<file path="config.mk">
export PLATFORM = sky130hd
export DESIGN_NAME = intersection_sequencer
export DESIGN_NICKNAME = d
export VERILOG_FILES = /design/src/rtl/intersection_sequencer.sv
export SDC_FILE = /design/constraint.sdc
export NUM_CORES = 1
export LEC_CHECK = 0
export CAP_MARGIN = 15
export CORE_MARGIN = 2
export CORE_UTILIZATION = 44
export CTS_CLUSTER_SIZE = 25
export DETAILED_ROUTE_END_ITERATION = 10
export GPL_ROUTABILITY_DRIVEN = 0
export PLACE_DENSITY_LB_ADDON = 0.25
export SETUP_SLACK_MARGIN = 0.3
export SLEW_MARGIN = 10
export SYNTH_ARGS = -nofsm -noshare
export SYNTH_HDL_FRONTEND = slang
export SYNTH_SLANG_ARGS = --single-unit
</file>
<file path="constraint.sdc">
create_clock -name CLOCK_50 -period 1.8 [get_ports CLOCK_50]
set_input_delay 0.36 -clock CLOCK_50 [delete_from_list [all_inputs] [get_ports CLOCK_50]]
set_output_delay 0.36 -clock CLOCK_50 [all_outputs]
set_load 0.01 [all_outputs]
</file>
<file path="src/rtl/intersection_sequencer.sv">
// Timed eight-phase intersection sequencer: 1 s tick-driven dwell timer, demand-skipped
// protected left phases, and emergency pre-emption into a held all-red.
module intersection_sequencer #(
  parameter int T_GREEN  = 10,
  parameter int T_YELLOW = 3,
  parameter int T_ALLRED = 2,
  parameter int T_LEFT   = 5,
  parameter int CW       = 8
) (
  input  logic          CLOCK_50,
  input  logic          reset,
  input  logic          tick,
  input  logic          emergency,
  input  logic          left_req_ns,
  input  logic          left_req_ew,
  output logic [2:0]    phase,
  output logic [CW-1:0] secs_left,
  output logic          phase_start,
  output logic          emg_hold
);

  typedef enum logic [2:0] {
    P_NSG  = 3'd0,
    P_NSY  = 3'd1,
    P_RED1 = 3'd2,
    P_EWL  = 3'd3,
    P_EWG  = 3'd4,
    P_EWY  = 3'd5,
    P_RED2 = 3'd6,
    P_NSL  = 3'd7
  } phase_e;

  localparam logic [CW-1:0] LD_GRN = CW'(T_GREEN - 1);
  localparam logic [CW-1:0] LD_YEL = CW'(T_YELLOW - 1);
  localparam logic [CW-1:0] LD_RED = CW'(T_ALLRED - 1);
  localparam logic [CW-1:0] LD_LFT = CW'(T_LEFT - 1);

  phase_e        phase_q, phase_d;
  logic [CW-1:0] secs_q, secs_d;
  logic          pend_ns_q, pend_ns_d;
  logic          pend_ew_q, pend_ew_d;
  logic          phase_start_q, phase_start_d;
  logic          emg_hold_q, emg_hold_d;
  phase_e        nxt;
  logic          is_red;

  function automatic logic [CW-1:0] load_val(input phase_e p);
    case (p)
      P_NSG, P_EWG:  load_val = LD_GRN;
      P_NSY, P_EWY:  load_val = LD_YEL;
      P_RED1, P_RED2: load_val = LD_RED;
      default:       load_val = LD_LFT;
    endcase
  endfunction

  // State register
  always_ff @(posedge CLOCK_50) begin
    if (reset) begin
      phase_q       <= P_NSG;
      secs_q        <= LD_GRN;
      pend_ns_q     <= 1'b0;
      pend_ew_q     <= 1'b0;
      phase_start_q <= 1'b0;
      emg_hold_q    <= 1'b0;
    end else begin
      phase_q       <= phase_d;
      secs_q        <= secs_d;
      pend_ns_q     <= pend_ns_d;
      pend_ew_q     <= pend_ew_d;
      phase_start_q <= phase_start_d;
      emg_hold_q    <= emg_hold_d;
    end
  end

  // Next-state: emergency outranks the tick; left phases only on registered demand
  always_comb begin
    nxt = P_NSG;
    case (phase_q)
      P_NSG:   nxt = P_NSY;
      P_NSY:   nxt = P_RED1;
      P_RED1:  nxt = pend_ew_q ? P_EWL : P_EWG;
      P_EWL:   nxt = P_EWG;
      P_EWG:   nxt = P_EWY;
      P_EWY:   nxt = P_RED2;
      P_RED2:  nxt = pend_ns_q ? P_NSL : P_NSG;
      default: nxt = P_NSG;
    endcase

    is_red  = (phase_q == P_RED1) || (phase_q == P_RED2);
    phase_d = phase_q;
    secs_d  = secs_q;
    if (emergency && phase_q == P_NSG) begin
      phase_d = P_NSY;
      secs_d  = LD_YEL;
    end else if (emergency && phase_q == P_EWG) begin
      phase_d = P_EWY;
      secs_d  = LD_YEL;
    end else if (emergency && phase_q == P_EWL) begin
      phase_d = P_RED1;
      secs_d  = LD_RED;
    end else if (emergency && phase_q == P_NSL) begin
      phase_d = P_RED2;
      secs_d  = LD_RED;
    end else if (emergency && is_red) begin
      secs_d  = LD_RED;
    end else if (tick) begin
      if (secs_q != '0) begin
        secs_d = secs_q - CW'(1);
      end else begin
        phase_d = nxt;
        secs_d  = load_val(nxt);
      end
    end

    // Entering the left phase clears its request even if one arrives that cycle
    pend_ew_d = (phase_d == P_EWL && phase_q != P_EWL) ? 1'b0 : (pend_ew_q | left_req_ew);
    pend_ns_d = (phase_d == P_NSL && phase_q != P_NSL) ? 1'b0 : (pend_ns_q | left_req_ns);
  end

  // Output logic
  always_comb begin
    phase_start_d = (phase_d != phase_q);
    emg_hold_d    = emergency && ((phase_d == P_RED1) || (phase_d == P_RED2));
  end

  assign phase       = phase_q;
  assign secs_left   = secs_q;
  assign phase_start = phase_start_q;
  assign emg_hold    = emg_hold_q;

endmodule

</file>
==> results.json <==
{
  "worstPathMaxFanout": 5,
  "syn_area_sq_um": 898,
  "critPathCapture": "secs_left[2]",
  "critPathKind": "reg2reg",
  "antenna_found_initial": 0,
  "grt_max_degree": 17,
  "wl_met3_microns": 154,
  "seqCellArea_sq_um": 329,
  "met1_length_microns": 1080,
  "dr.max_layer_used": "met4",
  "arrival_ns": 2.07,
  "place_ws_ns": -0.303,
  "totalPowerFinal_w": 0.000816,
  "layout.cells.most_common_list": "18 x buf_4, 14 x nor2_1, 11 x dlygate4sd2_1, 7 x a21oi_1, 7 x dfxtp_4",
  "required_ns": 1.97,
  "die_w_microns": 49.2,
  "worst-r2r-cell-count": 6,
  "ys_seq_area_share_pct": 33.4,
  "yosys_warnings": 0,
  "drv.max_cap_violation_count": 0,
  "min_path_type": "reg2reg",
  "synth_nets": 120,
  "dr_wl_met2_microns": 1200,
  "drc": 0,
  "multi_input_area_sq_um": 679,
  "design_area_sq_um": 1440,
  "leakage_nw": 0.623,
  "pin_count": 19,
  "fill_cells": 145,
  "finalSetupViolations": 8,
  "die_h_microns": 49.2,
  "cts_num_sinks": 15,
  "cp-start-kind": "flop",
  "place_area_sq_um": 1250,
  "fin_crit_sh_pct": 106,
  "yosysTopAreaCell": "dfxtp_1",
  "drt_iter0_drc": 44,
  "coreArea_sq_um": 1940,
  "fin_crit_ns": 1.90,
  "fin_ws_ns": -0.102,
  "worstMarginPinSlew_ns": 0.449,
  "synth_area_leaders": "dfxtp_1 33%, nor2_1 5.8%, a21oi_1 5.0%",
  "final_util_pct": 74.3,
  "rsz0062_at_grt": "yes",
  "syn_inst": 112,
  "violations": "negative setup slack",
  "vdd_ir_drop_max_uv": 381,
  "synth_cell_types": 38,
  "maxSlewHeadroom_pct": 69.8,
  "htreeDepth": 1,
  "portBuffers": 18,
  "synth_seq_cells": 15,
  "hpwlAfterDp_microns": 1680,
  "grt_pass1_vias": 856,
  "syn_avg_cell_area_sq_um": 8.02,
  "dieArea_sq_um": 2420,
  "r2r_start": "secs_left[1]",
  "grt_overflow": 0,
  "diodes": 0,
  "status": "complete, but fails checks",
  "layout-area-overhead-vs-synth_pct": 60.6,
  "clockBufferDepth": 2,
  "drive_above_1_share_pct": 37.6,
  "totalWireLength_microns": 2510,
  "rrSetupSlack_ns": -0.10,
  "fp-row-count": 16,
  "slew_viol_final": 0,
  "holdWs_ns": 0.519,
  "vias": 979,
  "root_buffer": "clkbuf_4",
  "grtUsageTotal_pct": 20.4,
  "hold_viol": 0,
  "endpoint_kind": "flop",
  "layout_commonest_cell": "buf_4",
  "fmax_mhz": 526,
  "fin_nets": 158,
  "drtPass1Iterations": 4,
  "p_per_area_nw_per_um2": 566,
  "cts_tree": "done",
  "viasPerCell": 5.56,
  "ctsHoldBuffers": 0,
  "start_util_pct": 46.3,
  "grt_pass1_wl_microns": 3780,
  "finClkSkew_ns": 0.00157,
  "synth.top_cell.area_share_pct": 33.4,
  "wl_per_cell_microns": 14.3,
  "cts_buffers": 3,
  "antenna_left": 0,
  "clk_latency_ns": 0.28,
  "crit_start": "secs_left[1]",
  "r2r_end": "secs_left[2]",
  "cts.clk_slew.worst_paths_ns": 0.09
}
-- synth_stat cells --
library cell and instances:
dfxtp_1 15, nor2_1 14, a21oi_1 9, nand2_1 8, inv_1 7, nand2b_1 6, clkbuf_1 5, mux2i_1 4
a211oi_1 2, a21boi_0 2, a31oi_1 2, and2_1 2, ha_1 2, nand3_1 2, nor2b_1 2, nor3_1 2
nor3b_1 2, nor4b_1 2, o2111ai_1 2, o21ai_0 2, xnor2_1 2, xor2_1 2, a221o_1 1, a221oi_1 1
a2bb2oi_1 1, a31o_2 1, buf_2 1, nand3b_1 1, nor4_1 1, nor4_2 1, o21a_1 1, o21bai_1 1
o31a_1 1, o31ai_2 1, o41ai_1 1, or2_2 1, or4_1 1, or4b_4 1
-- how the worst min path moves through the flow --
stage | from | endpoint | slack [ns] | cells after the start
2_1_floorplan | pend_ew_q | pend_ew_q | 0.51 | 2
3_3_place_gp | phase[2] | phase[2] | 0.54 | 2
3_5_place_dp | pend_ew_q | pend_ew_q | 0.54 | 2
6_report | phase[2] | phase[2] | 0.52 | 2
4_1_cts | phase[2] | phase[2] | 0.52 | 2
5_1_grt | secs_left[3] | secs_left[3] | 0.55 | 1
-- cells by family (layout without fill, tap and decap cells) --
kind of cell,after synthesis,after routing,synth area share (%)
buffers and inverters,13,50,5.57
adder cells (fa/ha/maj),2,2,2.79
flip-flops,15,15,33.4
XOR/XNOR,4,4,3.90
multiplexers,4,4,4.46
AND/OR/NAND/NOR,46,46,28.0
AO/OA/AOI/OAI,28,28,21.9
-- power breakdown --
group | switching, W | total (W) | internal, W
Sequential | 0.0000210 | 0.000367 | 0.000346
Clock | 0.000109 | 0.000195 | 0.0000861
Combinational | 0.000125 | 0.000254 | 0.000128
Total | 0.000256 | 0.000816 | 0.000560
-- worst max-delay path, stage by stage, from the launching register on --
cell      delay (ns)
dfxtp_4         0.36
inv_4           0.06
ha_4            0.12
or4b_4          0.48
or4_4           0.48
a21oi_1         0.22
a211oi_1        0.07
-- metrics by stage --
| stage | cells | TNS (ns) |
|---|---|---|
| final | 176 | -0.568 |
| after global routing | 176 | -0.986 |
| after CTS | 171 | -0.266 |
| after detailed placement | 166 | -2.28 |
| after global placement | 166 | -1.87 |
| after floorplan | 112 | -0.174 |
-- layer usage --
metal / global-route usage (%) / up-vias
met1: 24.2 / 458
met4: 7.14 / 0
met5: 0 / -
met3: 4.60 / 11
met2: 35.8 / 35
li1: - / 475
-- flip-flops by register name (all words and copies together) (netlist names) --
register,cells
phase_start,1
pend_ns_q,1
pend_ew_q,1
emg_hold,1
phase,3
secs_left,8
-- repair_timing --
action,in CTS,in global routing
endpoints found under the setup margin,26,18
gates resized for setup,22,25
setup buffers,1,5
pin swaps,2,7
-- layout make-up --
type / instances / share of cell area (%)
clock buffer: 4 / 1.82
timing repair buffer: 39 / 23.8
inverter: 7 / 2.17
multi-input combinational: 84 / 47.1
tap: 27 / 2.34
sequential: 15 / 22.8
Power figures use the tool's default switching activity.
